`src/rtl/dspl_pkg.sv`:
```
// Shared types and constants for the 8-digit 7-segment display driver.
// Segment patterns are active-high, bit 6 = a ... bit 0 = g.
package dspl_pkg;

    typedef logic [6:0] seg_t;

    typedef enum logic {
        ST_BLANK,
        ST_SHOW
    } slot_st_t;

    localparam int EN_BIT  = 5;
    localparam int HEX_MSB = 4;
    localparam int HEX_LSB = 1;
    localparam int DP_BIT  = 0;

    localparam seg_t SEG_LUT [16] = '{
        7'b1111110,
        7'b0110000,
        7'b1101101,
        7'b1111001,
        7'b0110011,
        7'b1011011,
        7'b1011111,
        7'b1110000,
        7'b1111111,
        7'b1111011,
        7'b1110111,
        7'b0011111,
        7'b1001110,
        7'b0111101,
        7'b1001111,
        7'b1000111
    };

endpackage

```
`src/rtl/dspl_drv_8x7seg_hex2seg.sv`:
```
// Hex nibble to active-high a..g segment pattern.
// Purely combinational lookup into the package table.
module hex2seg
    import dspl_pkg::*;
(
    input  logic [3:0] hex,
    output seg_t       seg
);

    assign seg = SEG_LUT[hex];

endmodule

```
`src/rtl/dspl_drv_8x7seg.sv`:
```
// Time-multiplexed 8x7-segment driver with per-slot blanking dead-time.
// Optional per-digit blinking is compiled in with `define DSPL_BLINK_EN.
module dspl_drv_8x7seg
    import dspl_pkg::*;
#(
    parameter int unsigned SCAN_DIV  = 100_000,
    parameter int unsigned DEAD_CYC  = 1_000,
    parameter int unsigned BLINK_DIV = 25_000_000
) (
    input  logic       clock,
    input  logic       reset,
    input  logic [5:0] d1,
    input  logic [5:0] d2,
    input  logic [5:0] d3,
    input  logic [5:0] d4,
    input  logic [5:0] d5,
    input  logic [5:0] d6,
    input  logic [5:0] d7,
    input  logic [5:0] d8,
`ifdef DSPL_BLINK_EN
    input  logic [7:0] blink,
`endif
    output logic [7:0] an,
    output logic [7:0] dec_cat
);

    localparam int CW = (SCAN_DIV > 1) ? $clog2(SCAN_DIV) : 1;
    localparam logic [CW-1:0] CNT_LAST = CW'(SCAN_DIV - 1);
    localparam logic [CW-1:0] CNT_DEAD = CW'(DEAD_CYC);
    // An illegal configuration keeps the display dark instead of ghosting.
    localparam bit CFG_OK = (DEAD_CYC < SCAN_DIV) && (BLINK_DIV > 0);
    localparam slot_st_t ST_RST = (DEAD_CYC == 0) ? ST_SHOW : ST_BLANK;

    logic [CW-1:0] cnt;
    logic [CW-1:0] cnt_nxt;
    logic [2:0]    sel;
    logic [5:0]    held;
    logic [5:0]    words [8];
    slot_st_t      st;
    slot_st_t      st_nxt;
    seg_t          seg;
    logic          blink_off;
    logic [7:0]    an_d;
    logic [7:0]    cat_d;

    assign words = '{d1, d2, d3, d4, d5, d6, d7, d8};

    assign cnt_nxt = (cnt == CNT_LAST) ? '0 : cnt + 1'b1;

    always_ff @(posedge clock) begin
        if (reset) begin
            cnt  <= '0;
            sel  <= '0;
            held <= '0;
        end else begin
            cnt <= cnt_nxt;
            if (cnt == CNT_LAST) begin
                sel <= sel + 3'd1;
            end
            if (cnt == '0) begin
                held <= words[sel];
            end
        end
    end

    always_ff @(posedge clock) begin
        if (reset) begin
            st <= ST_RST;
        end else begin
            st <= st_nxt;
        end
    end

    always_comb begin
        st_nxt = ST_SHOW;
        if (cnt_nxt < CNT_DEAD) begin
            st_nxt = ST_BLANK;
        end
    end

    hex2seg u_hex2seg (
        .hex (held[HEX_MSB:HEX_LSB]),
        .seg (seg)
    );

`ifdef DSPL_BLINK_EN
    localparam int BW = (BLINK_DIV > 1) ? $clog2(BLINK_DIV) : 1;

    logic [BW-1:0] bcnt;
    logic          blink_phase;
    logic          held_mask;

    always_ff @(posedge clock) begin
        if (reset) begin
            bcnt        <= '0;
            blink_phase <= 1'b0;
            held_mask   <= 1'b0;
        end else begin
            if (bcnt == BW'(BLINK_DIV - 1)) begin
                bcnt        <= '0;
                blink_phase <= ~blink_phase;
            end else begin
                bcnt <= bcnt + 1'b1;
            end
            if (cnt == '0) begin
                held_mask <= blink[sel];
            end
        end
    end

    assign blink_off = held_mask & blink_phase;
`else
    assign blink_off = 1'b0;
`endif

    always_comb begin
        an_d  = 8'hFF;
        cat_d = 8'hFF;
        if (CFG_OK && st == ST_SHOW && held[EN_BIT] && !blink_off) begin
            an_d  = ~(8'h01 << sel);
            cat_d = {~seg, ~held[DP_BIT]};
        end
    end

    always_ff @(posedge clock) begin
        if (reset) begin
            an      <= 8'hFF;
            dec_cat <= 8'hFF;
        end else begin
            an      <= an_d;
            dec_cat <= cat_d;
        end
    end

endmodule

```
`config.mk`:
```
export PLATFORM = sky130hd
export DESIGN_NAME = dspl_drv_8x7seg
export DESIGN_NICKNAME = d
export VERILOG_FILES = /design/src/rtl/dspl_pkg.sv /design/src/rtl/dspl_drv_8x7seg_hex2seg.sv /design/src/rtl/dspl_drv_8x7seg.sv
export SDC_FILE = /design/constraint.sdc
export NUM_CORES = 1
export LEC_CHECK = 0
export ABC_CLOCK_PERIOD_IN_PS = 3300
export CORE_ASPECT_RATIO = 2
export CORE_MARGIN = 1.5
export CORE_UTILIZATION = 27
export CTS_CLUSTER_DIAMETER = 40
export DETAILED_ROUTE_END_ITERATION = 16
export SYNTH_ARGS = -nofsm -noshare
export SYNTH_HDL_FRONTEND = slang
export SYNTH_HIERARCHICAL = 1
export SYNTH_SLANG_ARGS = --single-unit
```
`constraint.sdc`:
```
create_clock -name clock -period 3.3 [get_ports clock]
set_input_delay 0.33 -clock clock [delete_from_list [all_inputs] [get_ports clock]]
set_output_delay 0.33 -clock clock [all_outputs]
set_load 0.1 [all_outputs]
```
==> results by group, run 1 <==
Worst setup path
  • Startpoint Class: register
  • CP Class: register to register
  • Critical Path Sink Type: register
  • Worst-path cell with the longest stage delay: or4_4
  • CP Max Fanout: 11
  • Crit path DAT: 2.41 ns
  • Cells along the critical path: nand4_2 -> or4_4 -> or4b_1 -> o211ai_1 -> a31o_1 -> a41oi_1
  • Critical path data required time: 3.45 ns
  • Max incr delay on CP: 0.57 ns
  • R2R depth: 6

Floorplan
  • IO Count: 66
  • Die ar.: 9520 um2
  • Initial Utilization: 27.8%
  • Die height: 137 um
  • # rows: 48
  • Die Width: 69.8 um
  • Core Footprint: 8650 um2

Synthesis
  • Synth warn: 6
  • Mapped Cells: 256
  • Synth top area share: 35.8%
  • Count of cell types in the netlist: 50
  • Synth async-reset ratio: 0%
  • Synth cell count leaders: dfxtp_1, nor2_1, nand2_1
  • Most frequent cell after synthesis: dfxtp_1
  • Sequential element share of the synthesized area: 35.8%
  • Mapped Nets: 321
  • Number of synthesized flops with an enable pin: 0
  • Dominant cell type by area after synthesis: dfxtp_1
  • Syn Area/Cell: 9.40 um2
  • Synth top area cells: dfxtp_1, mux4_2, ha_1
  • Synth Flop Type: dfxtp_1
  • Synth Register Bits: 43
  • Synthesized area: 2410 um2

Place
  • Routability cong.: 0.954
  • DP Worst Slack: 1.04 ns
  • Hpwl dp: 5.37 mm
  • Placed instance area: 3110 um2
  • # port buffers: 65

Global route
  • First-pass GRT wire length: 11.0 mm
  • Vias in the first global route: 2,203
  • GR Overflow Total: 0
  • Gr usage total: 15.0%
  • Initial antenna violation count: 0
  • Largest net degree at the start of global routing: 18

Worst hold path
  • Hold Path Depth: 1
  • Hold Crit Class: register to register

Outcome
  • Status: finished clean

Power
  • Leakage: 1.18 nW
  • Switching power share of the total: 23.0%
  • Comb power frac: 13.8%
  • PD cells: 395 nW/um2
  • Total power: 0.00129 W
  • Clock power frac: 43.5%
  • Switching pwr: 0.000298 W
  • Worst VDD drop: 0.218 mV
  • Cell Int Power: 0.000997 W
  • Register share of total power: 42.7%

Timing
  • Layout Skew: 0.00493 ns
  • Max Slew Vio Count: 0
  • Tightest Pin Transition: 0.998 ns
  • Slack of the critical path: 1.04 ns
  • Max-slew headroom: 33.4%
  • Maximum clock rate: 443 MHz
  • RSZ-0062 raised after global routing: no
  • Final hold vios: 0
  • Final Critical Period: 2.26 ns
  • Fin crit share: 68.4%
  • Final setup vio count: 0
  • Setup TNS: 0 ns

Route
  • Pre-antenna DRT Iters: 4
  • Vias: 2,097
  • Routed len/inst: 16.3 um
  • Vias per cell: 5.05
  • DRT iter0 DRCs: 127
  • ANT nets after route: 0
  • Drt total wl: 6.75 mm
  • Remaining DRCs: 0

Cells and area
  • P&R area growth vs syn: 36.3%
  • Antenna Cells: 0
  • Cell area after layout: 3280 um2
  • Final nets: 379
  • Share of layout cells above drive strength 1: 10.8%

Clock tree
  • # clock sinks: 43
  • # Post-CTS Setup Buffers: 0
  • Clock latency on the worst-skew pair: 0.29 ns
  • Cells resized by post-CTS repair: 0
  • Num CTS Buffers: 5
  • Clock tree buffer depth: 2
  • CTS clk-pin slew, worst paths: 0.06 ns
  • CTS tree: yes
  • CTS HTree Levels: 2
  • Root buffer cell: clkbuf_16
  • Hold_buf cts: 0

Flow run
  • Max Cap Viol: 0
kinds of logic after synthesis:
logic type,share of synthesized area (%)
and+or+nand+nor,21.9
DFF,35.8
buffers and inverters,5.41
AOI/OAI and AO/OA,8.42
muxes,14.8
xor gates and xnor gates,5.82
adders and majority gates,7.80
critical path, delay by kind of cell (launching register included):
| kind | cells | cell delay [ns] |
|---|---|---|
| flip-flops | 1 | 0.52 |
| AND/OR/NAND/NOR | 3 | 1.23 |
| AO/OA/AOI/OAI | 3 | 0.37 |
metrics by stage:
stage	hold slack, ns	instances	utilization, %
final	0.393	415	37.9
after global routing	0.405	415	37.9
after CTS	0.393	415	37.9
after detailed placement	0.376	407	36.0
after global placement	0.371	407	36.0
after floorplan	0.358	256	-
registers in the layout, indices dropped and copies added (netlist names):
register	count
cnt	17
held	6
an	8
st	1
dec_cat	8
sel	3
layout by cell type, fill, tap and decap left out, types with 2 or more instances in the layout:
cell	netlist	final
xnor2_1	8	8
nor4_1	3	3
ha_1	15	15
or2_2	2	2
nand2_1	33	33
nand3_1	8	8
o21ai_0	4	4
nor3_1	4	4
inv_1	12	12
nor2_1	34	34
mux4_2	13	13
a311oi_1	6	6
mux2_2	3	3
mux2i_1	3	3
nand4_1	3	3
nand2b_1	4	4
nor2b_1	3	3
clkdlybuf4s50_1	0	65
a31oi_1	2	2
xor2_1	8	8
nand4_2	2	2
clkbuf_16	0	5
a21oi_1	3	3
and3_1	2	2
dfxtp_1	43	43
metal layers:
layer	global-route usage, %	vias up	part of all wire (%)
met4	6.52	0	2.9
li1	-	1012	-
met2	29.3	76	55
met5	0	-	0
met1	15.3	996	37
met3	2.65	13	4.5
area by class of cell:
type,instances,area (um2)
clock inverter,3,43.8
multi-input combinational,184,1420
clock buffer,5,125
timing repair buffer,66,658
tap,100,125
sequential,43,861
fill,922,5370
inverter,14,52.6
power groups by stage:
stage	Combinational (W)	Sequential, W	Clock [W]
after CTS	0.000178	0.000553	0.000577
after global routing	0.000196	0.000556	0.000599
after global placement	0.000174	0.000564	0
after floorplan	0.000108	0.000554	0
after detailed placement	0.000177	0.000565	0
final	0.000179	0.000553	0.000563
final timing paths:
kind	startpoint	end	slack [ns]
min	held[0]	dec_cat[0]	0.39
min reg2reg	held[0]	dec_cat[0]	0.39
max	cnt[5]	st	1.04
max reg2reg	cnt[5]	st	1.04
No activity file was read; power rests on OpenSTA's default activity.
==> inputs of run 2 (changes only) <==
Settings changed: ABC_CLOCK_PERIOD_IN_PS 3300 to 2200.
Clock period 3.3 ns to 2.2 ns, I/O delays scaled along.
==> run 2 against run 1 <==
Against the previous run:
- die area did not move
- clock skew fell by 0.00061 ns
- register-to-register slack got worse by 0.94 ns
- sequential share of layout area fell by 1.1 points
- flip-flop and latch count did not move
- critical path type unchanged
- largest power group unchanged
==> results by group, run 2 (synthesis results as in run 1) <==
Cells and area
  • Top Registers: cnt x17, an x8, dec_cat x8 (unchanged)
  • Area occupied by registers: 861 um2 (unchanged)
  • Commonest non-fill, non-tap cells in the layout: clkdlybuf4s50_1, dfxtp_1, buf_4 (was clkdlybuf4s50_1, dfxtp_1, nor2_1)
  • Antenna Cells: 0 (unchanged)
  • Area occupied by multi-input gates: 1420 um2 (about the same)
  • Post-route insts no fill: 437 (was 415)
  • Cell area after layout: 3420 um2 (was 3280 um2)
  • Largest Register: cnt (unchanged)
  • Final nets: 401 (was 379)
  • Largest register FFs: 17 (unchanged)
  • Final-layout fill cell count: 880 (was 922)
  • Commonest non-fill, non-tap cell in the layout: clkdlybuf4s50_1 (unchanged)
  • Share of layout cells above drive strength 1: 21.7% (was 10.8%)
  • P&R area growth vs syn: 42.2% (was 36.3%)

Power
  • PD cells: 572 nW/um2 (was 395 nW/um2)
  • Total power: 0.00196 W (was 0.00129 W)
  • Leakage: 1.30 nW (was 1.18 nW)
  • Worst VDD drop: 0.260 mV (was 0.218 mV)

Route
  • ANT nets after route: 0 (unchanged)
  • Vias per cell: 4.98 (was 5.05)
  • Vias: 2,177 (was 2,097)
  • Pre-antenna DRT Iters: 4 (unchanged)
  • Drt total wl: 7.20 mm (was 6.75 mm)
  • DRT iter0 DRCs: 100 (was 127)
  • Routed len/inst: 16.5 um (was 16.3 um)
  • Remaining DRCs: 0 (unchanged)

Global route
  • GR Overflow Total: 0 (unchanged)
  • Gr usage total: 15.7% (was 15.0%)
  • Largest net degree at the start of global routing: 15 (was 18)
  • Initial antenna violation count: 0 (unchanged)
  • Vias in the first global route: 2,307 (was 2,203)
  • First-pass GRT wire length: 11.3 mm (was 11.0 mm)

Worst setup path
  • Crit path capture: st (unchanged)
  • Crit path DAT: 2.30 ns (was 2.41 ns)
  • Critical Path Sink Type: register (unchanged)
  • R2R Setup Slk: 0.10 ns (was 1.04 ns)
  • Reg2reg end: st (unchanged)
  • Critical path origin: cnt[0] (was cnt[5])
  • RR Startpoint: cnt[0] (was cnt[5])
  • Critical path data required time: 2.41 ns (was 3.45 ns)
  • R2R depth: 6 (unchanged)
  • Startpoint Class: register (unchanged)
  • CP Class: register to register (unchanged)
  • CP Max Fanout: 5 (was 11)

Clock tree
  • Num CTS Buffers: 5 (unchanged)
  • # clock sinks: 43 (unchanged)
  • CTS tree: yes (unchanged)
  • CTS clk-pin slew, worst paths: 0.06 ns (about the same)
  • Root buffer cell: clkbuf_16 (unchanged)
  • Clock latency on the worst-skew pair: 0.29 ns (about the same)
  • Clock tree buffer depth: 2 (unchanged)
  • CTS HTree Levels: 2 (unchanged)
  • Hold_buf cts: 0 (unchanged)

Worst hold path
  • Hold_sp: held[0] (unchanged)
  • Hold Crit Class: register to register (unchanged)

Floorplan
  • Die height: 137 um (unchanged)
  • Core Footprint: 8650 um2 (unchanged)
  • # rows: 48 (unchanged)
  • Initial Utilization: 27.8% (unchanged)
  • Die Width: 69.8 um (unchanged)
  • Die ar.: 9520 um2 (unchanged)
  • IO Count: 66 (unchanged)

Timing
  • Max Slew Vio Count: 0 (unchanged)
  • Tightest Pin Transition: 0.494 ns (was 0.998 ns)
  • Layout Skew: 0.00432 ns (was 0.00493 ns)
  • Min Hold Slack: 0.386 ns (was 0.393 ns)
  • Fin crit share: 95.4% (was 68.4%)
  • Maximum clock rate: 477 MHz (was 443 MHz)
  • Final hold vios: 0 (unchanged)
  • Final setup vio count: 0 (unchanged)
  • Max-slew headroom: 67.0% (was 33.4%)
  • Final Critical Period: 2.10 ns (was 2.26 ns)

Place
  • Placed instance area: 3240 um2 (was 3110 um2)
  • Hpwl dp: 5.88 mm (was 5.37 mm)
  • Routability cong.: 0.889 (was 0.954)
  • # port buffers: 65 (unchanged)
  • Dpl cells: 428 (was 407)

Flow run
  • Max Cap Viol: 0 (unchanged)

Outcome
  • Status: finished clean (unchanged)
run 2: changes by cell type in the layout (fill, tap and decap cells not counted), sizes merged:
cell / change
buf: +38
clkdlybuf4s50: -16
run 2: routing by layer:
metal	up-vias	GRT usage, %	routed length [um]
met5	-	0	0
met1	1028	14.0	2500
met3	18	2.80	302
met2	73	31.9	4090
met4	0	9.08	309
li1	1058	-	-
run 2: how the worst min path moves through the flow:
stage | endpoint | slack, ns | depth (start not counted)
5_1_grt | dec_cat[0] | 0.42 | 1
3_5_place_dp | dec_cat[0] | 0.37 | 1
2_1_floorplan | dec_cat[0] | 0.36 | 1
3_3_place_gp | dec_cat[0] | 0.37 | 1
4_1_cts | dec_cat[0] | 0.39 | 1
6_report | dec_cat[0] | 0.39 | 1
run 2: worst max-delay path, stage by stage (launching register included):
cell and delay [ns]:
dfxtp_1 0.41, ha_1 0.27, nand4_1 0.26, or2_2 0.37
xor2_1 0.15, a2111o_1 0.35, a41oi_1 0.21
run 2: timing repair:
item,CTS,global route
setup buffers,0,1
setup endpoints to repair,0,2
resized for setup,0,1
run 2: cell type report:
| type | count | share of cell area (%) |
|---|---|---|
| Timing Repair Buffer | 88 | 23.3 |
| Inverter | 14 | 1.54 |
| Sequential cell | 43 | 25.2 |
| Clock buffer | 5 | 3.66 |
| Tap cell | 100 | 3.66 |
| Clock inverter | 3 | 1.28 |
| Multi-Input combinational cell | 184 | 41.4 |
run 2: report_power, final:
part	leakage (nW)	internal [W]	total (W)	switching, W
registers	0.349	0.000798	0.000831	0.0000331
logic	0.863	0.000171	0.000282	0.000111
clock network	0.0838	0.000535	0.000844	0.000309
run 2: metrics by stage:
stage	setup TNS [ns]	utilization, %	setup slack, ns
finish	0	39.6	0.102
global placement	0	37.5	0.190
floorplan	0	-	0.153
CTS	0	39.4	0.133
global route	-0.0249	39.6	-0.0249
detailed placement	0	37.5	0.159
==> inputs of run 3 (changes only) <==
Settings changed: ABC_CLOCK_PERIOD_IN_PS 2200 to 2100.
Clock period 2.2 ns to 2.1 ns, I/O delays scaled along.
==> run 3 against run 2 <==
Against the previous run:
- final cell count increased by 1.4%
- routed wire length increased by 0.26%
- clock skew increased by 0.0010 ns
- sequential share of layout area increased by 0.098 points
- flip-flop and latch count unchanged
- first-iteration DRC count decreased by 34%
- hold slack improved by 0.0016 ns
- die area unchanged
- final area increased by 0.91%
- power decreased by 0.77%
- largest power group is now sequential cells
==> results by group, run 3 (synthesis results as in run 1) <==
Outcome
  • Status: finished clean (unchanged)

Place
  • Placed instance area: 3270 um2 (was 3240 um2)
  • DP Worst Slack: 0.0605 ns (was 0.159 ns)
  • Routability cong.: 0.936 (was 0.889)
  • # port buffers: 65 (unchanged)
  • Hpwl dp: 5.90 mm (was 5.88 mm)

Worst setup path
  • Critical path data required time: 2.25 ns (was 2.41 ns)
  • Worst Path Buf+Inv: 0 (unchanged)
  • Startpoint Class: register (unchanged)
  • CP Depth: 6 (unchanged)
  • Crit path DAT: 2.14 ns (was 2.30 ns)
  • R2R depth: 6 (unchanged)
  • Top delay family on crit path: simple AND/OR/NAND/NOR gates (unchanged)
  • Cells along the critical path: nand4_4 -> or4_4 -> or4b_1 -> o211ai_1 -> a31o_1 -> a41oi_1 (was ha_1 -> nand4_1 -> or2_2 -> xor2_1 -> a2111o_1 -> a41oi_1)
  • Critical Path Sink Type: register (unchanged)
  • CP Class: register to register (unchanged)
  • CP Max Fanout: 4 (was 5)
  • Critical path origin: cnt[12] (was cnt[0])
  • R2R Setup Slk: 0.11 ns (was 0.10 ns)
  • Worst-path cell with the longest stage delay: or4_4 (was dfxtp_1)
  • Max incr delay on CP: 0.54 ns (was 0.41 ns)
  • RR Startpoint: cnt[12] (was cnt[0])
  • Reg2reg end: st (unchanged)

Cells and area
  • Antenna Cells: 0 (unchanged)
  • Commonest non-fill, non-tap cell in the layout: clkdlybuf4s50_1 (unchanged)
  • Final nets: 407 (was 401)
  • Largest Register: cnt (unchanged)
  • Final-layout fill cell count: 900 (was 880)
  • Post-layout util: 39.9% (was 39.6%)
  • P&R area growth vs syn: 43.5% (was 42.2%)
  • Top Registers: cnt x17, an x8, dec_cat x8 (unchanged)
  • Largest register FFs: 17 (unchanged)
  • Cell area after layout: 3450 um2 (was 3420 um2)
  • Commonest non-fill, non-tap cells in the layout: clkdlybuf4s50_1, buf_4, dfxtp_1 (was clkdlybuf4s50_1, dfxtp_1, buf_4)
  • Share of layout cells above drive strength 1: 24.8% (was 21.7%)

Floorplan
  • Core Footprint: 8650 um2 (unchanged)
  • Initial Utilization: 27.8% (unchanged)
  • Die height: 137 um (unchanged)
  • IO Count: 66 (unchanged)
  • # rows: 48 (unchanged)
  • Die Width: 69.8 um (unchanged)
  • Die ar.: 9520 um2 (unchanged)

Timing
  • Setup TNS: 0 ns (unchanged)
  • Max-slew headroom: 67.8% (was 67.0%)
  • Slack of the critical path: 0.112 ns (was 0.102 ns)
  • Final Critical Period: 1.99 ns (was 2.10 ns)
  • Final setup vio count: 0 (unchanged)
  • Tightest Pin Transition: 0.479 ns (was 0.494 ns)
  • RSZ-0062 raised after global routing: no
  • Layout Skew: 0.00531 ns (was 0.00432 ns)
  • Fin crit share: 94.7% (was 95.4%)
  • Maximum clock rate: 503 MHz (was 477 MHz)
  • Max Slew Vio Count: 0 (unchanged)
  • Final hold vios: 0 (unchanged)

Global route
  • GRT busiest layer: met2 (unchanged)
  • GR Util met2: 32.2% (was 31.9%)
  • Vias in the first global route: 2,359 (was 2,307)
  • First-pass GRT wire length: 11.4 mm (was 11.3 mm)
  • Gr usage total: 15.7% (about the same)
  • GR Overflow Total: 0 (unchanged)
  • Met1 usage: 14.2% (was 14.0%)
  • Largest net degree at the start of global routing: 16 (was 15)
  • Initial antenna violation count: 0 (unchanged)
  • Met3 Use GR: 2.87% (was 2.80%)

Power
  • Switching pwr: 0.000486 W (was 0.000453 W)
  • Leakage: 1.32 nW (was 1.30 nW)
  • PD cells: 563 nW/um2 (was 572 nW/um2)
  • Register share of total power: 44.7% (was 42.5%)
  • Clock power frac: 40.3% (was 43.1%)
  • Worst VDD drop: 0.268 mV (was 0.260 mV)
  • Switching power share of the total: 25.0% (was 23.2%)
  • Comb power frac: 15.0% (was 14.4%)
  • Cell Int Power: 0.00146 W (was 0.00150 W)
  • Total power: 0.00194 W (was 0.00196 W)

Worst hold path
  • Hold Path Sink: dec_cat[0] (unchanged)
  • Hold Crit Class: register to register (unchanged)
  • Hold Path Depth: 1 (unchanged)
  • Hold_sp: held[0] (unchanged)

Route
  • Vias per cell: 5.00 (was 4.98)
  • Vias: 2,213 (was 2,177)
  • Remaining DRCs: 0 (unchanged)
  • DRT iter0 DRCs: 66 (was 100)
  • Pre-antenna DRT Iters: 5 (was 4)
  • ANT nets after route: 0 (unchanged)
  • Routed len/inst: 16.3 um (was 16.5 um)
  • Drt total wl: 7.22 mm (was 7.20 mm)

Clock tree
  • Root buffer cell: clkbuf_16 (unchanged)
  • Clock latency on the worst-skew pair: 0.29 ns (about the same)
  • CTS HTree Levels: 2 (unchanged)
  • # clock sinks: 43 (unchanged)
  • CTS tree: yes (unchanged)
  • CTS clk-pin slew, worst paths: 0.06 ns (about the same)
  • Num CTS Buffers: 5 (unchanged)
  • Clock tree buffer depth: 2 (unchanged)

Flow run
  • Max Cap Viol: 0 (unchanged)
run 3: stage by stage:
stage	instances	hold WS [ns]
floorplan	256	0.358
global placement	434	0.373
detailed placement	434	0.377
CTS	442	0.387
global route	443	0.407
finish	443	0.387
run 3: power by group through the flow:
stage | clock network, W | registers, W | logic (W)
2_1_floorplan | 0 | 0.000870 | 0.000169
4_1_cts | 0.000801 | 0.000870 | 0.000288
3_3_place_gp | 0 | 0.000886 | 0.000283
3_5_place_dp | 0 | 0.000889 | 0.000287
5_1_grt | 0.000839 | 0.000873 | 0.000319
6_report | 0.000782 | 0.000869 | 0.000291
run 3: final cells by class:
class	instances	area, um2	area share [%]
multi-input cells	184	1420	41.2
repair buffers	94	828	24.0
clock inverters	3	25.0	0.725
inverters	14	52.6	1.52
flip-flops and latches	43	872	25.3
well taps	100	125	3.62
clock buffers	5	125	3.62
run 3: repair_timing:
action	4_1_cts	5_1_grt
setup buffers	0	1
endpoints found under the setup margin	0	1
hold buffers	0	0
gates resized for setup	0	9
run 3: worst max path at each step:
stage               to
detailed placement  st
global route        st
global placement    st
CTS                 st
finish              st
floorplan           st
run 3: layer usage:
layer  routed length, um  share of wire, %
met5                   0                 0
met4                 275               3.8
met3                 370               5.1
met2                4120                57
met1                2460                34
==> RTL change: new RTL, flow settings as in run 3 <==
Set the parameter `DEAD_CYC` to 750 (it was 1_000).
--- a/src/rtl/dspl_drv_8x7seg.sv
+++ b/src/rtl/dspl_drv_8x7seg.sv
@@ -4,7 +4,7 @@
     import dspl_pkg::*;
 #(
     parameter int unsigned SCAN_DIV  = 100_000,
-    parameter int unsigned DEAD_CYC  = 1_000,
+    parameter int unsigned DEAD_CYC  = 750,
     parameter int unsigned BLINK_DIV = 25_000_000
 ) (
     input  logic       clock,
Function: no difference found for any inputs over 10 cycles, from zero or initial values and one cycle with reset high; that may be too few to reach the edited logic, so the function may still have changed.
==> RTL change against run 3 <==
  * Final cell count fell by 4.7%
  * Total power fell by 0.19%
  * Area after synthesis rose by 1.2%
  * Clock skew barely moved
  * Worst setup slack improved by 0.020 ns
  * Via count fell by 6.8%
  * Core utilization fell by 1.5 points
  * Sequential cell count did not move
  * Final area fell by 3.1%
  * Wire length fell by 11%
==> RTL change: results (changes against run 3) <==
power_and_ir_drop:
  vdd_drop_max_uv: 329.8  # was 267.8 uV
  fin_total_pwr_mw: 1.938  # was 1.942 mW
  pwr-share-comb_pct: 14.5  # was 15.0%
  seq_power_uw: 867  # was 869 uW
  power_switching_uw: 480.3  # was 486.1 uW
  p_leak_nw: 1.295  # was 1.319 nW
cells_and_area:
  final_cell_area_sq_mm: 0.003344  # was 0.003452 sq mm
  fillers: 845  # was 900
  sh_seq_area_pct: 25.78  # was 25.26%
  nets: 386  # was 407
  n_sequential_cell: 43  # unchanged
  inverters_excl_clock: 17  # was 14
  final_cells: 422  # was 443
  nMultiInputCombCells: 175  # was 184
  drive_gt1_share_pct: 20.50  # was 24.78%
  buffers_excl_clock: 79  # was 94
route:
  num_vias: 2062  # was 2213
  wl_um: 6450  # was 7223 um
placed_design:
  routabilityCongestion: 0.8292  # was 0.9363
  hpwl_um: 5248  # was 5896 um
  pre_cts_ws_ns: 0.1374  # was 0.06048 ns
global_routing:
  grt_util_all_layers_pct: 13.96  # was 15.73%
  grt_pass1_wl_um: 10340  # was 11450 um
logic_synthesis:
  synthTopCellsByArea: "dfxtp_1, mux4_2, ha_1"  # unchanged
  syn_nets: 314  # was 321
  synth.mux.area_fraction_pct: 18.40  # was 14.82%
  synthAdderAreaFrac_pct: 7.708  # was 7.800%
  synth-compound-area-share_pct: 9.609  # was 8.424%
  avgSynthCellArea_sq_um: 9.778  # was 9.399 sq um
  yosys.cell_types.count: 45  # was 50
  synth_commonest_cells: "dfxtp_1, nor2_1, nand2_1"  # unchanged
die:
  die_w_um: 70.15  # was 69.75 um
run_status:
  outcome: "finished, final reports clean"  # unchanged
sta:
  clock_skew_ns: 0.005782  # was 0.005311 ns
  worst_slew_pin_slew_ns: 0.4628  # was 0.4789 ns
==> RTL change: cell types whose count changed after synthesis, sizes merged, moves of 4 or more <==
cell and delta:
inv +4, nor2 -9, mux2i +8, a311oi -6, nand2 -15, a21oi +5
a211oi +5, or3 +5
==> RTL change: routing by layer <==
layer	vias to the layer above	wire length [um]	part of all wire (%)	global-route usage, %
met5	-	0	0	0
met4	0	157	2.4	5.983
met3	10	237	3.7	2.414
met2	50	3867	60	29.79
met1	974	2187	34	12.07
li1	1028	-	-	-
==> RTL change: worst paths after layout <==
| kind | slack (ns) | end | start | cells past startpoint |
|---|---|---|---|---|
| min reg2reg | 0.40 | dec_cat[0] | held[0] | 1 |
| max | 0.13 | st | cnt[9] | 5 |
| min | 0.40 | dec_cat[0] | held[0] | 1 |
| max reg2reg | 0.13 | st | cnt[9] | 5 |
==> RTL change: what timing repair did <==
item / 4_1_cts / 5_1_grt
endpoints found under the setup margin: 0 / 3
endpoints found under the hold margin: 0 / 0
gates resized for setup: 0 / 1
